`config.mk`:
```
export PLATFORM = sky130hd
export DESIGN_NAME = mmio_io_unit_flat
export DESIGN_NICKNAME = d
export VERILOG_FILES = /design/src/rtl/mmio_io_unit_if.sv /design/src/rtl/mmio_io_unit.sv /design/src/flat_wrapper.sv
export SDC_FILE = /design/constraint.sdc
export NUM_CORES = 1
export LEC_CHECK = 0
export CAP_MARGIN = 20
export CORE_MARGIN = 2
export CORE_UTILIZATION = 52
export CTS_CLUSTER_SIZE = 16
export DETAILED_ROUTE_END_ITERATION = 8
export PLACE_DENSITY = 0.79
export SLEW_MARGIN = 20
export SYNTH_ARGS = -nofsm -noshare
export SYNTH_HDL_FRONTEND = slang
export SYNTH_SLANG_ARGS = --single-unit
```
`constraint.sdc`:
```
create_clock -name clk -period 3.5 [get_ports clk]
set_input_delay 0.7 -clock clk [delete_from_list [all_inputs] [get_ports clk]]
set_output_delay 0.7 -clock clk [all_outputs]
set_load 0.02 [all_outputs]
```
`src/rtl/mmio_io_unit_if.sv`:
```
// Load/store bus between stage_mem and the memory-mapped I/O unit.
// The read data path is combinational in the slave.
interface mmio_io_unit_if;
   logic        io_write;
   logic        io_read;
   logic [31:0] io_addr;
   logic [31:0] io_wdata;
   logic [31:0] io_rdata;

   modport master (
      output io_write, io_read, io_addr, io_wdata,
      input  io_rdata
   );

   modport slave (
      input  io_write, io_read, io_addr, io_wdata,
      output io_rdata
   );
endinterface

```
`src/rtl/mmio_io_unit.sv`:
```
// I/O window behind stage_mem: LED register, 8-digit seven-segment scanner
// and a synchronized, debounced 16-bit switch register.
module mmio_io_unit #(
   parameter logic [23:0] IO_BASE         = 24'hFFFFFC,
   parameter int unsigned SCAN_DIV        = 100000,
   parameter int unsigned DEBOUNCE_CYCLES = 2000000
) (
   input  logic               clk,
   input  logic               rst,
   mmio_io_unit_if.slave      bus,
   input  logic [15:0]        switch,
   output logic [15:0]        led,
   output logic [7:0]         seg_out,
   output logic [7:0]         tub_sel
);

   localparam int unsigned PW = (SCAN_DIV > 1) ? $clog2(SCAN_DIV) : 1;
   localparam int unsigned DW = $clog2(DEBOUNCE_CYCLES);
   localparam logic [PW-1:0] SCAN_LAST = PW'(SCAN_DIV - 1);
   // Taking the new value when the pre-increment count is D-2 means the
   // count "reaches" D-1 on that same edge.
   localparam logic [DW-1:0] DB_TAKE   = DW'(DEBOUNCE_CYCLES - 2);

   typedef enum logic [7:0] {
      OFF_LED      = 8'h60,
      OFF_SW       = 8'h70,
      OFF_SEG_DATA = 8'h80,
      OFF_SEG_EN   = 8'h84
   } reg_off_e;

   logic          hit;
   logic [7:0]    off;
   logic          wr_led;
   logic          wr_seg_data;
   logic          wr_seg_en;

   logic [31:0]   seg_data;
   logic [7:0]    seg_en;
   logic [15:0]   sync1;
   logic [15:0]   sync2;
   logic [15:0]   sw_stable;
   logic [DW-1:0] db_cnt;
   logic [PW-1:0] presc;
   logic [2:0]    digit;
   logic [3:0]    nib;

   assign hit         = (bus.io_addr[31:8] == IO_BASE);
   assign off         = bus.io_addr[7:0];
   assign wr_led      = bus.io_write && hit && (off == OFF_LED);
   assign wr_seg_data = bus.io_write && hit && (off == OFF_SEG_DATA);
   assign wr_seg_en   = bus.io_write && hit && (off == OFF_SEG_EN);

   always_ff @(posedge clk or negedge rst) begin
      if (!rst) begin
         led      <= '0;
         seg_data <= '0;
         seg_en   <= '1;
      end else begin
         if (wr_led)      led      <= bus.io_wdata[15:0];
         if (wr_seg_data) seg_data <= bus.io_wdata;
         if (wr_seg_en)   seg_en   <= bus.io_wdata[7:0];
      end
   end

   always_comb begin
      bus.io_rdata = '0;
      if (bus.io_read && hit) begin
         case (off)
            OFF_LED:      bus.io_rdata = {16'h0000, led};
            OFF_SW:       bus.io_rdata = {16'h0000, sw_stable};
            OFF_SEG_DATA: bus.io_rdata = seg_data;
            OFF_SEG_EN:   bus.io_rdata = {24'h000000, seg_en};
            default:      bus.io_rdata = '0;
         endcase
      end
   end

   // Count only clears on agreement with sw_stable, so bounces of sync while
   // counting do not restart the window.
   always_ff @(posedge clk or negedge rst) begin
      if (!rst) begin
         sync1     <= '0;
         sync2     <= '0;
         sw_stable <= '0;
         db_cnt    <= '0;
      end else begin
         sync1 <= switch;
         sync2 <= sync1;
         if (sync2 == sw_stable) begin
            db_cnt <= '0;
         end else if (db_cnt == DB_TAKE) begin
            sw_stable <= sync2;
            db_cnt    <= '0;
         end else begin
            db_cnt <= db_cnt + DW'(1);
         end
      end
   end

   function automatic logic [7:0] hex7(input logic [3:0] n);
      hex7 = 8'h00;
      case (n)
         4'h0: hex7 = 8'hFC;
         4'h1: hex7 = 8'h60;
         4'h2: hex7 = 8'hDA;
         4'h3: hex7 = 8'hF2;
         4'h4: hex7 = 8'h66;
         4'h5: hex7 = 8'hB6;
         4'h6: hex7 = 8'hBE;
         4'h7: hex7 = 8'hE0;
         4'h8: hex7 = 8'hFE;
         4'h9: hex7 = 8'hF6;
         4'hA: hex7 = 8'hEE;
         4'hB: hex7 = 8'h3E;
         4'hC: hex7 = 8'h9C;
         4'hD: hex7 = 8'h7A;
         4'hE: hex7 = 8'h9E;
         4'hF: hex7 = 8'h8E;
      endcase
   endfunction

   assign nib = seg_data[{digit, 2'b00} +: 4];

   always_ff @(posedge clk or negedge rst) begin
      if (!rst) begin
         presc   <= '0;
         digit   <= '0;
         tub_sel <= '0;
         seg_out <= '0;
      end else begin
         if (presc == SCAN_LAST) begin
            presc <= '0;
            digit <= digit + 3'd1;
         end else begin
            presc <= presc + PW'(1);
         end
         tub_sel <= seg_en[digit] ? (8'h01 << digit) : 8'h00;
         seg_out <= seg_en[digit] ? hex7(nib) : 8'h00;
      end
   end

endmodule

```
`src/flat_wrapper.sv`:
```
// flat-port wrapper written by rule: the top's interface ports become plain ports
module mmio_io_unit_flat 
#(
   parameter logic [23:0] IO_BASE         = 24'hFFFFFC,
   parameter int unsigned SCAN_DIV        = 100000,
   parameter int unsigned DEBOUNCE_CYCLES = 2000000
)
  (clk, rst, switch, led, seg_out, tub_sel, bus_io_write, bus_io_read, bus_io_addr, bus_io_wdata, bus_io_rdata);
  mmio_io_unit_if bus_i ();
  input  logic clk;
  input  logic rst;
  input  logic [15:0] switch;
  output logic [15:0] led;
  output logic [7:0] seg_out;
  output logic [7:0] tub_sel;
  input wire logic [$bits(bus_i.io_write)-1:0] bus_io_write;
  input wire logic [$bits(bus_i.io_read)-1:0] bus_io_read;
  input wire logic [$bits(bus_i.io_addr)-1:0] bus_io_addr;
  input wire logic [$bits(bus_i.io_wdata)-1:0] bus_io_wdata;
  output wire logic [$bits(bus_i.io_rdata)-1:0] bus_io_rdata;
  assign bus_i.io_write = bus_io_write;
  assign bus_i.io_read = bus_io_read;
  assign bus_i.io_addr = bus_io_addr;
  assign bus_i.io_wdata = bus_io_wdata;
  assign bus_io_rdata = bus_i.io_rdata;
  mmio_io_unit #(.IO_BASE(IO_BASE), .SCAN_DIV(SCAN_DIV), .DEBOUNCE_CYCLES(DEBOUNCE_CYCLES)) u_core (.clk(clk), .rst(rst), .bus(bus_i), .switch(switch), .led(led), .seg_out(seg_out), .tub_sel(tub_sel));
endmodule
```
* Yosys cells after proc, flatten, opt, wreduce, memory -nomap -nowiden *
Memories as Yosys holds them, arrays and structs flattened.
Index checks and enable logic that the tools add are counted.

cells by class
  bitwise gates (word level) = 1
  order comparisons = 1
  add/sub/neg operators = 3
  $mul = 0
  eq/ne operators = 8
  shifts and indexed selects = 2
  muxes and demuxes = 9
  reduce and logical (&&, ||, !) cells = 6
  div/mod/pow operators = 0

operator list
  cell                     count
  $pmux W32 S4             1
  $mux W21                 2
  $mux W32                 1
  $shiftx A32 B6 Y4        1
  $eq A24 B24 Y1 const B   1
  $add A21 B1 Y21 const B  1
  $eq A21 B21 Y1 const B   1
  $add A17 B1 Y17 const B  1
  $eq A17 B17 Y1 const B   1
  $mux W17                 1
  $eq A16 B16 Y1           1
  $eq A8 B7 Y1 const B     2
  $eq A8 B8 Y1 const B     2
  $mux W8                  2
  $shl A1 B3 Y8 const A    1
  $logic_and A1 B1 Y1      5
  $lt A3 B4 Y1 const B     1
  $add A3 B1 Y3 const B    1
  $bmux W1 S3              1
  $reduce_and A2 Y1        1
  $mux W1                  1
  $not A1 Y1               1

word-level totals
  flip-flop bits (word level) = 161
  bits in read-only memories = 112
  bits in latches = 0
  input port bits = 84
  memories kept = 1
  logic and storage cells = 42
  bits in writable memories = 0

memories
  name              words  bits a word  rd ports  clocked after Yosys merged registers in  write ports  line                 RTL
  (name not given)  16     7            1         0                                        0            mmio_io_unit.sv:102  case (n)

* Longest topological paths before layout *
  word-level depth = 3
  gate-level depth with buffers = 8
  mapped depth without buffers = 7

* Worst setup path after synthesis *
OpenSTA, ideal clock, no wires.

  kind = input to output
  start point = input bus_io_addr[8]
  end point = output bus_io_rdata[11]
  required time = 2.800 ns
  data arrival time = 2.543 ns
  buffers on the path = 1
  setup slack = 0.257 ns
  cell stages on the path = 6
  path through = nand4bb_4 > or4_1 > or4_1 > buf_2 > or2_4 > nor2_1

on the way
  cells in the longest elaborated chain, start to end = 3

RTL lines
  item                 line                RTL
  start, declared      flat_wrapper.sv:18  input wire logic [$bits(bus_i.io_addr)-1:0] bus_io_addr;
  $eq A24 B24 Y1       mmio_io_unit.sv:47  assign hit = (bus.io_addr[31:8] == IO_BASE);
  $logic_and A1 B1 Y1  mmio_io_unit.sv:67  if (bus.io_read && hit) begin
  $mux W32             mmio_io_unit.sv:67
  end, declared        flat_wrapper.sv:20  output wire logic [$bits(bus_i.io_rdata)-1:0] bus_io_rdata;

Every way passes these cells.

* Worst setup path after layout *
  start point = input bus_io_addr[6]
  end point = output bus_io_rdata[7]

on the way
  cells in the longest elaborated chain, start to end = 3
  elaborated cells between the ends (all ways) = 6
  those cells by class = eq/ne (4); mux (2)

RTL lines
  item                                          line                RTL
  $eq A8 B8 Y1 or $eq A8 B7 Y1 (tied branches)  mmio_io_unit.sv:68  case (off)
  $pmux W32 S4 (*)                              mmio_io_unit.sv:68
  $mux W32 (*)                                  mmio_io_unit.sv:67

Every way passes the cells marked *; elsewhere a longest branch is shown, timed or not.

==> flow_results.org <==
** Worst setup path
- Data required time of the worst path :: 2800 ps
- Kind of end point of the critical path :: primary output
- Top cell by count, worst path :: buf_4
- STA classifies the critical path startpoint as a primary input.
- On the worst path, the slowest cell contributes a delay of 560 ps.
- Crit Path Max Fanout :: 8
- Data arrival time at the worst-slack endpoint :: 2720 ps
- The critical path is of the primary input to primary output type.
- CP delay by family, top :: buffers and inverters
- The slowest stage of the critical path is the clkdlybuf4s50_1 cell.
- Buffering stage count on the worst path with inverters included :: 4
- Worst-path cell chain :: clkdlybuf4s50_1 > buf_4 > and3b_1 > nor3b_4 > buf_4 > o2bb2ai_1 > a22oi_1 > nor2_1 > clkdlybuf4s15_2

** Synthesis
- When the netlist entered floorplanning its net count stood at 710.
- Of all flip-flops after synthesis, the portion carrying an async set or reset was 100%.
- Count of cell types in the netlist :: 57
- Largest area contributor in the synthesized netlist :: dfrtp_1
- Combined area of all synthesized cells :: 7530 µm²
- For this run, the number of Yosys warnings is 0.
- Averaged over all synthesized cells, the footprint is 12.3 µm².
- The share of the Yosys chip area taken by registers is 53.3%.
- Number of enable flip-flop cells after synthesis :: 0
- By area the synthesized netlist is led by dfrtp_1 (50%), mux2_2 (8.2%), xor2_1 (4.1%).
- The top cell type by area accounts for 50.5% of the synthesized area.
- Post-synthesis register bit count :: 160
- Among all flip-flop cells after synthesis, the most frequent one is dfrtp_1.
- Yosys instantiated no cell more often than dfrtp_1.
- Leading cell types by count after synthesis :: dfrtp_1 (152), nor2_1 (63), mux2_2 (55)
- Gate count after technology mapping :: 611

** Global routing
- Entering global routing, the biggest net connects 80 pins.
- Via count of the first global-routing pass :: 5672
- The first global-routing pass estimated 29200 µm of wire.
- Remaining global-route overflow :: 0
- Aggregate global-route resource usage :: 24.0%
- Initial antenna violation count :: 0

** Pwr
- Total power per unit cell area :: 393 nW/µm²
- Logic gate share of total power :: 5.6%
- IR Drop Worst-Case VDD :: 0.293 mV
- Internal power :: 3100 µW
- The share of total power dissipated in sequential elements is 49.3%.
- Per report_power, the clock group accounts for 45.1% of the total.
- Summed over all nets, the switching power comes to 810 µW.
- Share of total power consumed by net switching :: 20.7%
- In this run the static leakage power is 0.00467 µW.

** Drt
- Dividing the detail-routed wire length by the instance count gives 18.8 µm.
- For this run, design rule violations remaining after detail routing come to 0.
- Antenna violation net count after detailed routing :: 0
- Iteration count of the initial detailed-routing pass :: 5
- Via count of the routed design :: 5507
- Dividing the detail-routed via count by the number of cells gives 5.65.
- Drt initial violations :: 233
- For this block, the routed nets add up to 18300 µm of wire.

** Clock tree
- Clock transition at path regs :: 60 ps
- The clock net in this run drives a total of 160 sinks.
- Largest buffer count on any clock path :: 2
- Level count of the clock H-tree :: 4
- Clk_lat worst skew :: 420 ps
- TritonCTS built the clock tree.
- Buffers inserted during clock tree synthesis total 17.
- Master cell of the clock root buffer :: clkbuf_16

** Floorplanning
- Standard cell core area :: 14000 µm²
- The die covers 15500 µm².
- The initial utilization of the core area, before any placement, comes to 53.8%.
- Die span in x :: 124 µm
- The floorplan has 43 rows.
- Pin placement for this block handled 148 I/O pins.
- Height of the chip :: 124 µm

** Timing
- Setup total negative slack on the finished layout was measured at 0 ps.
- In the finished design, the share of the clock period the worst path needs comes to 97.8%.
- Unrepaired setup endpoints after global routing :: false
- Derived from the worst setup path, the maximum achievable clock frequency is 0.292 GHz.
- Final setup violation count :: 0
- Number of hold violations in the final report :: 0
- Worst slew slack as a fraction of its limit :: 37.1%
- Worst-Margin Slew :: 935 ps
- Worst Clk Skew :: 7.50 ps
- Final Slew Violations :: 0
- Final worst path period need :: 3420 ps

** Final layout
- From synthesis to final layout, the design area changed by 31.8%.
- The net count of the finished layout is 881.
- The repair_antennas step left the layout with diodes totalling 0.
- Share of final-layout standard cells stronger than drive strength 1 :: 22.9%
- Non-Filler Instances :: 975

** Place
- Routability congestion estimate :: 0.900
- Placed wire-length estimate after detailed placement :: 13400 µm
- Number of input and output port buffers inserted :: 146
- # placed instances :: 939

** Outcome
- Run status :: completed

** Hold path
- The tightest min-delay check is of the primary input to asynchronous set/reset pin type.

** Flow run
- Reported max-cap violation count :: 0
-- worst paths after layout --
path	start	slack (ps)	to	depth (start not counted)
min in group clk	u_core.sync1[6]	340	u_core.sync2[6]	0
setup reg to reg	u_core.digit[1]	540	u_core.seg_out[7]	6
max in group asynchronous	rst	2440	u_core.seg_en[2]	2
hold / removal	rst	170	u_core.presc[2]	1
setup / recovery	bus_io_addr[6]	80	bus_io_rdata[7]	9
hold reg to reg	u_core.sync1[6]	340	u_core.sync2[6]	0
-- stage by stage --
| stage | setup slack (ps) | instance area (µm²) | total power [µW] | utilization [%] | hold WS (ps) |
|---|---|---|---|---|---|
| 6_report | 75.4 | 9930 | 3910 | 71.0 | 173 |
| 5_1_grt | 4.59 | 9930 | 4040 | 71.0 | 183 |
| 4_1_cts | -27.5 | 9910 | 3930 | 70.8 | 173 |
| 3_5_place_dp | -593 | 9320 | 2180 | 66.6 | 336 |
| 3_3_place_gp | -609 | 9320 | 2170 | 66.6 | 333 |
| 2_1_floorplan | 257 | 7530 | 2000 | - | 331 |
-- cells in the final DEF, fill, tap and decap left out, types with 15 or more instances in the layout --
cell type	instances
xnor2_1	17
nor2_1	61
nand2_1	17
and2_1	20
clkbuf_16	17
dlygate4sd2_1	20
ha_1	15
xor2_1	35
nand3_1	21
dfrtp_1	152
clkdlybuf4s50_1	97
mux2i_1	22
mux2_2	55
a22oi_1	17
buf_4	34
-- kinds of logic (layout without fill, tap and decap cells) --
kind of cell               Yosys count  count (layout)  synth area share [%]
other                                1               1                0.0498
adders and majority gates           15              15                  2.49
xor gates and xnor gates            52              52                  6.05
AOI/OAI and AO/OA                   46              46                  4.67
and+or+nand+nor                    195             195                  14.4
muxes                              102             102                  16.6
DFF                                160             160                  53.3
buffers and inverters               40             224                  2.46
-- power by group through the flow --
stage | logic (µW) | registers [µW] | clock network, µW
detailed placement | 220 | 1960 | 0
global route | 238 | 1930 | 1870
floorplan | 52.2 | 1950 | 0
global placement | 212 | 1950 | 0
finish | 218 | 1930 | 1760
CTS | 219 | 1930 | 1790
-- area by class of cell --
type	count	area, µm²
fill	997	4060
sequential	160	4010
clock buffer	27	523
inverter	12	45.0
multi-input combinational	411	3380
tap	180	225
clock inverter	5	50.0
timing repair buffer	180	1690
-- layer usage --
layer | share of wire, % | global-route usage (%) | wire length (µm) | vias up
li1 | - | - | - | 2514
met1 | 42 | 29.5 | 7680 | 2759
met2 | 50 | 40.3 | 9090 | 197
met3 | 5.6 | 6.31 | 1030 | 37
met4 | 2.8 | 9.78 | 505 | 0
met5 | 0 | 0 | 0 | -
-- flip-flops by register name, indices dropped and copies added, names as in the netlist --
| signal | cells |
|---|---|
| u_core.seg_en | 8 |
| u_core.digit | 3 |
| u_core.seg_data | 32 |
| u_core.db_cnt | 21 |
| u_core.sync2 | 16 |
| u_core.sw_stable | 16 |
| u_core.seg_out | 7 |
| u_core.tub_sel | 8 |
| u_core.led | 16 |
| u_core.sync1 | 16 |
| u_core.presc | 17 |
-- repair_timing --
| item | CTS | global route |
|---|---|---|
| buffers inserted | 1 | 3 |
| pin swaps | 8 | 5 |
| endpoints found under the setup margin | 32 | 22 |
| gates resized for setup | 104 | 16 |
| hold buffers | 0 | 0 |
Note: power is estimated with default switching activity, not from simulation.
